==> src/rtl/fifo_pkg.sv <==
// Shared types and constants for the 8-bit FIFO and its request agents.
package fifo_pkg;

    localparam int FIFO_DW    = 8;
    localparam int FIFO_DEPTH = 10;
    localparam int STAT_W     = 16;

    typedef enum logic {
        OP_WR = 1'b0,
        OP_RD = 1'b1
    } fifo_op_e;

    typedef enum logic [2:0] {
        IDLE,
        ISSUE,
        WAIT,
        BACKOFF,
        RESP
    } req_state_e;

endpackage

==> src/rtl/fifo_req_stats.sv <==
// Saturating event counters for fifo_requester (used when FIFO_REQUESTER_STATS_EN is defined).
module fifo_req_stats
    import fifo_pkg::*;
(
    input  logic              clk,
    input  logic              rst_n,
    input  logic              inc_ok,
    input  logic              inc_fail,
    input  logic              inc_retry,
    output logic [STAT_W-1:0] ok_cnt,
    output logic [STAT_W-1:0] fail_cnt,
    output logic [STAT_W-1:0] retry_cnt
);

    logic [STAT_W-1:0] ok_cnt_q, ok_cnt_d;
    logic [STAT_W-1:0] fail_cnt_q, fail_cnt_d;
    logic [STAT_W-1:0] retry_cnt_q, retry_cnt_d;

    function automatic logic [STAT_W-1:0] sat_inc(input logic [STAT_W-1:0] v, input logic en);
        return (en && (v != '1)) ? v + STAT_W'(1) : v;
    endfunction

    always_comb begin
        ok_cnt_d    = sat_inc(ok_cnt_q, inc_ok);
        fail_cnt_d  = sat_inc(fail_cnt_q, inc_fail);
        retry_cnt_d = sat_inc(retry_cnt_q, inc_retry);
    end

    always_ff @(posedge clk or negedge rst_n) begin
        if (!rst_n) begin
            ok_cnt_q    <= '0;
            fail_cnt_q  <= '0;
            retry_cnt_q <= '0;
        end else begin
            ok_cnt_q    <= ok_cnt_d;
            fail_cnt_q  <= fail_cnt_d;
            retry_cnt_q <= retry_cnt_d;
        end
    end

    assign ok_cnt    = ok_cnt_q;
    assign fail_cnt  = fail_cnt_q;
    assign retry_cnt = retry_cnt_q;

endmodule

==> src/rtl/fifo_requester.sv <==
// Master-side request agent for the shared FIFO: one command at a time, retry with back-off.
// Define FIFO_REQUESTER_STATS_EN to add the saturating stat_*_cnt outputs.
//
// state   | meaning
// IDLE    | cmd_ready high, waiting for an upstream command
// ISSUE   | single-cycle write_valid / read_valid pulse to the FIFO
// WAIT    | FIFO response flags sampled for the latched op
// BACKOFF | idle gap before re-issuing after a refusal
// RESP    | one-cycle rsp_valid with the final result
module fifo_requester
    import fifo_pkg::*;
#(
    parameter int MAX_RETRY = 3,
    parameter int BACKOFF   = 2
) (
    input  logic               clk,
    input  logic               rst_n,
    input  logic               cmd_valid,
    output logic               cmd_ready,
    input  logic               cmd_op,
    input  logic [FIFO_DW-1:0] cmd_data,
    output logic               rsp_valid,
    output logic               rsp_ok,
    output logic [FIFO_DW-1:0] rsp_data,
    output logic [3:0]         rsp_retries,
    output logic               rsp_err,
    output logic               write_valid,
    output logic [FIFO_DW-1:0] write_data,
    output logic               read_valid,
    input  logic               write_full,
    input  logic               write_success,
    input  logic               read_empty,
    input  logic               read_success,
    input  logic [FIFO_DW-1:0] read_data
`ifdef FIFO_REQUESTER_STATS_EN
    ,
    output logic [15:0]        stat_ok_cnt,
    output logic [15:0]        stat_fail_cnt,
    output logic [15:0]        stat_retry_cnt
`endif
);

    // The BACKOFF parameter hides the package state literal of the same name.
    localparam req_state_e ST_BACKOFF = fifo_pkg::BACKOFF;
    localparam logic [3:0] MAX_R      = 4'(MAX_RETRY);
    localparam logic [3:0] BO_LOAD    = (BACKOFF > 0) ? 4'(BACKOFF - 1) : 4'd0;

    req_state_e         state_q, state_d;
    fifo_op_e           op_q, op_d;
    logic [FIFO_DW-1:0] data_q, data_d;
    logic [3:0]         retry_q, retry_d;
    logic [3:0]         bo_cnt_q, bo_cnt_d;

    logic               cmd_ready_q, cmd_ready_d;
    logic               rsp_valid_q, rsp_valid_d;
    logic               rsp_ok_q, rsp_ok_d;
    logic [FIFO_DW-1:0] rsp_data_q, rsp_data_d;
    logic [3:0]         rsp_retries_q, rsp_retries_d;
    logic               rsp_err_q, rsp_err_d;
    logic               write_valid_q, write_valid_d;
    logic [FIFO_DW-1:0] write_data_q, write_data_d;
    logic               read_valid_q, read_valid_d;

    logic               fifo_ack;
    logic               fifo_refuse;

    assign fifo_ack    = (op_q == OP_RD) ? read_success : write_success;
    assign fifo_refuse = (op_q == OP_RD) ? read_empty   : write_full;

    always_comb begin
        state_d       = state_q;
        op_d          = op_q;
        data_d        = data_q;
        retry_d       = retry_q;
        bo_cnt_d      = bo_cnt_q;
        rsp_ok_d      = rsp_ok_q;
        rsp_data_d    = rsp_data_q;
        rsp_retries_d = rsp_retries_q;
        rsp_err_d     = rsp_err_q;

        case (state_q)
            IDLE: begin
                if (cmd_valid && cmd_ready_q) begin
                    op_d    = fifo_op_e'(cmd_op);
                    data_d  = cmd_data;
                    retry_d = 4'd0;
                    state_d = ISSUE;
                end
            end
            ISSUE: state_d = WAIT;
            WAIT: begin
                rsp_retries_d = retry_q;
                rsp_data_d    = '0;
                rsp_ok_d      = 1'b0;
                rsp_err_d     = 1'b0;
                if (fifo_ack && !fifo_refuse) begin
                    rsp_ok_d   = 1'b1;
                    rsp_data_d = (op_q == OP_RD) ? read_data : '0;
                    state_d    = RESP;
                end else if (fifo_refuse && !fifo_ack) begin
                    if (retry_q < MAX_R) begin
                        retry_d       = retry_q + 4'd1;
                        bo_cnt_d      = BO_LOAD;
                        state_d       = (BACKOFF > 0) ? ST_BACKOFF : ISSUE;
                        // Keep the previous response visible while retrying.
                        rsp_ok_d      = rsp_ok_q;
                        rsp_data_d    = rsp_data_q;
                        rsp_retries_d = rsp_retries_q;
                        rsp_err_d     = rsp_err_q;
                    end else begin
                        state_d = RESP;
                    end
                end else begin
                    rsp_err_d = 1'b1;
                    state_d   = RESP;
                end
            end
            ST_BACKOFF: begin
                if (bo_cnt_q == 4'd0) begin
                    state_d = ISSUE;
                end else begin
                    bo_cnt_d = bo_cnt_q - 4'd1;
                end
            end
            RESP:    state_d = IDLE;
            default: state_d = IDLE;
        endcase

        cmd_ready_d   = (state_d == IDLE);
        rsp_valid_d   = (state_d == RESP);
        write_valid_d = (state_d == ISSUE) && (op_d == OP_WR);
        read_valid_d  = (state_d == ISSUE) && (op_d == OP_RD);
        write_data_d  = write_valid_d ? data_d : '0;
    end

    always_ff @(posedge clk or negedge rst_n) begin
        if (!rst_n) begin
            state_q       <= IDLE;
            op_q          <= OP_WR;
            data_q        <= '0;
            retry_q       <= 4'd0;
            bo_cnt_q      <= 4'd0;
            cmd_ready_q   <= 1'b1;
            rsp_valid_q   <= 1'b0;
            rsp_ok_q      <= 1'b0;
            rsp_data_q    <= '0;
            rsp_retries_q <= 4'd0;
            rsp_err_q     <= 1'b0;
            write_valid_q <= 1'b0;
            write_data_q  <= '0;
            read_valid_q  <= 1'b0;
        end else begin
            state_q       <= state_d;
            op_q          <= op_d;
            data_q        <= data_d;
            retry_q       <= retry_d;
            bo_cnt_q      <= bo_cnt_d;
            cmd_ready_q   <= cmd_ready_d;
            rsp_valid_q   <= rsp_valid_d;
            rsp_ok_q      <= rsp_ok_d;
            rsp_data_q    <= rsp_data_d;
            rsp_retries_q <= rsp_retries_d;
            rsp_err_q     <= rsp_err_d;
            write_valid_q <= write_valid_d;
            write_data_q  <= write_data_d;
            read_valid_q  <= read_valid_d;
        end
    end

    assign cmd_ready   = cmd_ready_q;
    assign rsp_valid   = rsp_valid_q;
    assign rsp_ok      = rsp_ok_q;
    assign rsp_data    = rsp_data_q;
    assign rsp_retries = rsp_retries_q;
    assign rsp_err     = rsp_err_q;
    assign write_valid = write_valid_q;
    assign write_data  = write_data_q;
    assign read_valid  = read_valid_q;

`ifdef FIFO_REQUESTER_STATS_EN
    logic ok_evt, fail_evt, retry_evt;

    // Events fire on the WAIT decision edge, alongside the response or re-issue.
    assign ok_evt    = (state_q == WAIT) && (state_d == RESP) && rsp_ok_d;
    assign fail_evt  = (state_q == WAIT) && (state_d == RESP) && !rsp_ok_d;
    assign retry_evt = (state_q == WAIT) && (state_d != RESP);

    fifo_req_stats u_stats (
        .clk       (clk),
        .rst_n     (rst_n),
        .inc_ok    (ok_evt),
        .inc_fail  (fail_evt),
        .inc_retry (retry_evt),
        .ok_cnt    (stat_ok_cnt),
        .fail_cnt  (stat_fail_cnt),
        .retry_cnt (stat_retry_cnt)
    );
`endif

endmodule

==> config.mk <==
export PLATFORM = sky130hd
export DESIGN_NAME = fifo_requester
export DESIGN_NICKNAME = d
export VERILOG_FILES = /design/src/rtl/fifo_pkg.sv /design/src/rtl/fifo_req_stats.sv /design/src/rtl/fifo_requester.sv
export SDC_FILE = /design/constraint.sdc
export NUM_CORES = 1
export LEC_CHECK = 0
export CAP_MARGIN = 20
export CORE_MARGIN = 2
export CORE_UTILIZATION = 48
export DETAILED_ROUTE_END_ITERATION = 12
export GPL_ROUTABILITY_DRIVEN = 0
export PLACE_DENSITY = 0.78
export SLEW_MARGIN = 25
export SYNTH_ARGS = -nofsm -noshare
export SYNTH_HDL_FRONTEND = slang
export SYNTH_SLANG_ARGS = --single-unit
==> constraint.sdc <==
create_clock -name clk -period 2.8 [get_ports clk]
set_input_delay 0.56 -clock clk [delete_from_list [all_inputs] [get_ports clk]]
set_output_delay 0.56 -clock clk [all_outputs]
set_load 0.02 [all_outputs]
# Word level (Yosys, flattened, before mapping)
# Index checks and enable logic that the tools add are counted.
[totals] reg_bits=46 output_inout_bits=26 elab_cells=79
[op_classes] add_sub_neg=2 order_cmp=1 eq_ne=11 n_mux=35 n_bitwise=1 n_reduce_logical=15
[ops] op="$mux W8" n=7
[ops] op="$mux W4" n=11
[ops] op="$pmux W4 S2" n=2
[ops] op="$mux W3" n=5
[ops] op="$pmux W3 S4" n=1
[ops] op="$ne A2 B2 Y1 const B" n=5
[ops] op="$reduce_and A5 Y1" n=2
[ops] op="$mux W1" n=9
[ops] op="$eq A3 B1 Y1 const B" n=2
[ops] op="$eq A3 B2 Y1 const B" n=2
[ops] op="$logic_not A3 Y1" n=2
[ops] op="$logic_and A1 B1 Y1" n=5
[ops] op="$add A4 B1 Y4 const B" n=1
[ops] op="$logic_not A4 Y1" n=1
[ops] op="$lt A4 B2 Y1 const B" n=1
[ops] op="$reduce_bool A2 Y1" n=2
[ops] op="$sub A4 B1 Y4 const B" n=1
[ops] op="$eq A3 B3 Y1 const B" n=1
[ops] op="$ne A3 B3 Y1 const B" n=1
[ops] op="$logic_not A1 Y1" n=2
[ops] op="$reduce_and A2 Y1" n=1
[ops] op="$not A1 Y1" n=1

# Depth between registers and ports, before layout
[depth] ltp_word=9 depth_mapped=8 mapped_depth_nobuf=7

# Least setup slack after synthesis
# No wires, ideal clock.
[synth_path] path_type="input-to-reg" start="input read_success" end="register rsp_retries_q[0] (netlist: rsp_retries[0])" setup_time_ps=125 arrival_time_ps=1926 slack_ps=750 stages=6 cell_sequence="mux2i_1 > ha_1 > or4b_4 > nand2_1 > buf_4 > mux2_2"
[synth_via] elab_chain_len=5 word_cells_on_any_way=8 classes_between="eq/ne: 1; mux: 3; reduce/logical: 4"
[synth_lines] item="start, declared" line="fifo_requester.sv:33" text="input logic read_success,"
[synth_lines] item="$mux W1 *" line="fifo_requester.sv:67" text="assign fifo_ack = (op_q == OP_RD) ? read_success : write_success;"
[synth_lines] item="$logic_not A1 Y1" line="fifo_requester.sv:100" text="end else if (fifo_refuse && !fifo_ack) begin"
[synth_lines] item="$logic_and A1 B1 Y1" line="fifo_requester.sv:100"
[synth_lines] item="$ne A3 B3 Y1 (no source line) / $mux W4 (equally long branches)"
[synth_lines] item="$reduce_and A2 Y1 (no source line) / $mux W4 (equally long branches)"
[synth_lines] item="end signal, assigned" line="fifo_requester.sv:162" text="rsp_retries_q <= rsp_retries_d;"
[synth_lines] item="end, declared" line="fifo_requester.sv:58" text="logic [3:0] rsp_retries_q, rsp_retries_d;"
# Every way passes the cells marked *; elsewhere a longest branch is shown, timed or not.
# A chain may end at the register's enable or synchronous reset.

# Worst setup path after layout
[layout_path] start="input read_success" end="register retry_q[0]"
[layout_via] elab_chain_len=5 word_cells_on_any_way=7 classes_between="eq/ne: 2; mux: 1; reduce/logical: 4"
[layout_lines] item="$mux W1 *" line="fifo_requester.sv:67"
[layout_lines] item="$logic_not A1 Y1" line="fifo_requester.sv:100"
[layout_lines] item="$logic_and A1 B1 Y1" line="fifo_requester.sv:100"
[layout_lines] item="$ne A2 B2 Y1 (no source line)"
[layout_lines] item="$reduce_and A5 Y1 (no source line) *"
[layout_lines] item="end signal, assigned" line="fifo_requester.sv:156" text="retry_q <= retry_d;"
[layout_lines] item="end, declared" line="fifo_requester.sv:51" text="logic [3:0] retry_q, retry_d;"
# Marks and branches as above.

==> impl.org <==
** STA
- Number of slew-limit violations in the final report :: 0
- Least-Margin Pin Slew :: 0.568 ns
- Setup repair after global routing left no endpoint under its margin.
- Final critical-path share of the clock period :: 80.1%
- The count of final hold-check violations came to 0.
- In this run the tightest slew margin relative to its limit is between 60% and 70%.
- For this run, the top clock speed supported by timing is roughly 0.45 GHz.
- Final hold analysis gives a worst-case slack of 0.240 ns.
- Adding up every negative setup slack in the final design gives 0 ns.
- Fin Clk Skew :: 0.00539 ns
- The worst path needs between 2 and 2.5 ns of the cycle, external delays included.
- Final setup violation count :: 0

** Die
- The floorplan step defined a die boundary enclosing about 4600 µm².
- Overall die height :: 67.5 µm
- For this design the top-level I/O count stands at 50.
- The floorplan has 23 rows.
- For this configuration, the core starts out at a cell density of between 40% and 50%.
- Chip width :: between 60 and 70 µm
- Core Area :: ~3900 µm²

** Layout
- The post-route netlist has 11.6% of its cells at a drive strength greater than 1.
- Area of the multi-input gates :: 741 µm²
- The filler cells instantiated in the layout total 322.
- Reg area :: between 1000 and 1500 µm²
- Total number of nets in the final design :: 260
- Area growth from synthesis to final layout :: 34.7%
- Antenna cell count :: 0

** Logic synthesis
- Synthesis inferred between 40 and 50 register bits.
- Of the total synthesized cell area, the portion taken by AND, OR, NAND and NOR gates is 19.2%.
- Yosys warnings :: 0
- The number of nets in the synthesized netlist is 206.
- After Yosys synthesis, full adders, half adders and majority gates account for roughly 3.2% of the synthesized area.
- Dominant combinational cell family by area after synthesis :: simple AND/OR/NAND/NOR gates
- Of the total synthesized cell area, the portion taken by XOR and XNOR cells is 0%.
- Summing the areas of all compound-gate instances in the mapped netlist gives 11.6% of the synthesized area.
- Library cell with the largest summed area after synthesis :: dfrtp_1
- Sequential elements use 59.5% of the synthesized area.
- Of the post-synthesis cell area, the part taken by muxes is 3.94%.
- Averaged over all synthesized cells, the footprint is ~11 µm².
- Number of distinct library cells after synthesis :: 32
- Synthesis handed over a netlist of 177 instances.
- Mapped cell area :: around 1900 µm²
- Share of the synthesized area in the top cell type :: 58.1%
- Synth area leaders :: dfrtp_1 58%, nand2_1 7.6%, a22o_1 6.3%

** Worst setup path
- Setup slack on the worst reg-to-reg path comes out at 0.73 ns.
- The startpoint identified for the worst register-to-register timing path is op_q$_DFF_PN0_.
- The worst register-to-register path ends at retry_q[0]$_DFFE_PN0P_.
- Ordered cell list for the critical path :: clkdlybuf4s50_1, mux2i_1, ha_1, or4b_4, nor4_2, nor2_1, mux2_2
- Slowest cell delay on critical path :: 0.49 ns
- STA classifies the critical path startpoint as a primary input.
- Crit path DAT :: 2.43 ns
- Of all nets on the critical path, the largest fanout is 5.
- Endpoint type of the worst setup path :: flip-flop
- Slowest cell on crit path :: or4b_4
- Crit Path Category :: in -> reg
- Counting cells, the worst reg-to-reg path comes to 6.
- Endpoint required time on the critical path :: 2.98 ns

** CTS
- The H-tree was split into 2 levels.
- Clock tree synthesis inserted a total of 5 buffers.
- Clock latency on the worst-skew pair, taken at its later pin, is approximately 0.3 ns.
- In this run, post-CTS hold repair placed 0 buffers.
- TritonCTS built the clock tree.
- Buffers inserted during post-CTS setup optimization :: 0
- The tree built by TritonCTS fans out to 46 sinks.
- Root buffer selected by CTS :: clkbuf_8
- Clock-pin slew was measured on the worst setup and hold paths at 0.08 ns.
- Counting along the longest clock path gives a buffer depth of 2.
- Once the clock tree was built, the resizer swapped 0 gates to a different size.

** Global routing
- The via count of the first global-routing pass came to 1371.
- The initial antenna violation count was 0.
- Entering global routing, the biggest net connects 47 pins.
- Congestion Overflow GR :: 0
- Global routing used 19.2% of the available tracks.
- Wire length of the first global-routing pass :: 6.38 mm

** Drt
- Post-detailed-routing wire length :: 3.79 mm
- Number of vias after detailed routing :: 1445
- Using the TritonRoute via totals, the vias-per-cell ratio works out to 5.12.
- First-pass DRT Iterations :: 4
- The detail route stage leaves a number of antenna-violating nets equal to 0.
- Remaining DRCs :: 0
- Average wire per standard cell :: 13.4 µm
- Violation count after the first detailed-routing iteration :: 125

** Placement
- The wire-length estimate of the detail-placed layout is between 2 and 3 mm.
- During placement, the flow inserted port buffers numbering between 40 and 50.

** Power
- Max IR drop VDD :: 487 µV
- Static leakage power :: 0.00119 µW
- Summing internal, switching and leakage power gives 2480 µW.
- In this run the power density over the cells is between 900 and 1000 nW/µm².

** Hold path
- The path class of the tightest hold or removal check is in -> async.

** Run status
- The run finished with clean final reports.

** Job
- Max cap viols :: 0
-- layer usage --
| metal | vias to the layer above | GRT usage (%) | part of all wire (%) |
|---|---|---|---|
| met2 | 32 | 29.2 | 49 |
| li1 | 721 | - | - |
| met3 | 5 | 7.00 | 5.4 |
| met5 | - | 0 | 0 |
| met4 | 0 | 6.12 | 0.95 |
| met1 | 687 | 25.7 | 45 |
-- per-stage QoR --
stage / util, % / setup slack, ns / area [µm²] / instances
2_1_floorplan: - / 0.750 / 1940 / 177
3_3_place_gp: 63.3 / 0.285 / 2500 / 274
3_5_place_dp: 63.3 / 0.244 / 2500 / 274
4_1_cts: 66.1 / 0.565 / 2610 / 282
5_1_grt: 66.2 / 0.461 / 2610 / 282
6_report: 66.2 / 0.557 / 2610 / 282
-- how the worst max path moves through the flow --
stage,from,end,slack (ns),cells after the start
floorplan,read_success,rsp_retries[0]$_DFFE_PN0P_,0.75,6
global placement,read_success,retry_q[0]$_DFFE_PN0P_,0.29,7
CTS,read_success,retry_q[0]$_DFFE_PN0P_,0.57,7
finish,read_success,retry_q[0]$_DFFE_PN0P_,0.56,7
global route,read_success,retry_q[0]$_DFFE_PN0P_,0.46,7
detailed placement,read_success,retry_q[0]$_DFFE_PN0P_,0.24,7
-- final cells by class --
type / instances / area share [%]
Tap cell: 50 / 2.40
Sequential cell: 46 / 44.2
Clock inverter: 2 / 1.44
Multi-Input combinational cell: 119 / 28.4
Clock buffer: 6 / 2.78
Inverter: 5 / 0.719
Timing Repair Buffer: 54 / 20.1
-- critical path, delay by kind of cell --
family	cells	cell delay, ns
buffers and inverters	1	0.40
adders and majority gates	1	0.18
and+or+nand+nor	3	0.82
muxes	2	0.46
-- power breakdown --
group / total [µW] / internal, µW / switching [µW]
Sequential: 1040 / 878 / 158
Clock: 482 / 266 / 216
Combinational: 959 / 455 / 505
-- placed cells by master (no fill, tap or decap), drive strengths merged --
master,instances
clkdlybuf4s50,48
dfrtp,45
nand2,39
a22o,14
o21ai,13
nand3,9
nor2,7
buf,6
clkbuf,6
inv,5
mux2,5
ha,5
nand2b,3
and2,3
nor4,3
mux2i,2
nor3,2
or4,2
or3,2
o22ai,2
or4b,1
nor2b,1
or3b,1
a21oi,1
nand3b,1
nor3b,1
a22oi,1
a21o,1
clkinvlp,1
bufinv,1
dfstp,1
-- state kept, by name, indices dropped and copies added, names as in the netlist --
signal	flops
write_data	8
state_q	3
rsp_valid	1
retry_q	4
write_valid	1
cmd_ready	1
rsp_err	1
op_q	1
rsp_retries	4
data_q	8
bo_cnt_q	4
rsp_ok	1
read_valid	1
rsp_data	8
-- synthesized netlist by cell type --
cell type / number
clkbuf_1: 4
nand3_1: 9
mux2_2: 5
buf_2: 2
nor4_2: 1
nand2b_1: 3
nand2_1: 39
or3_1: 2
nor3_1: 2
a22o_1: 14
nor3b_2: 1
a21o_1: 1
dfstp_2: 1
or4_1: 2
or3b_2: 1
nor2_2: 2
o21ai_0: 12
nand3b_1: 1
o21ai_2: 1
buf_4: 1
and2_1: 3
nor2b_1: 1
ha_1: 5
inv_1: 5
nor2_1: 5
dfrtp_1: 45
or4b_4: 1
mux2i_1: 2
a21oi_1: 1
o22ai_1: 2
nor4_1: 2
a22oi_1: 1
-- cell families after synthesis --
logic type,after synthesis
compound gates,32
buf+inv,12
mux,7
simple gates,75
flops,46
fa+ha+maj,5
Power figures use the tool's default switching activity.
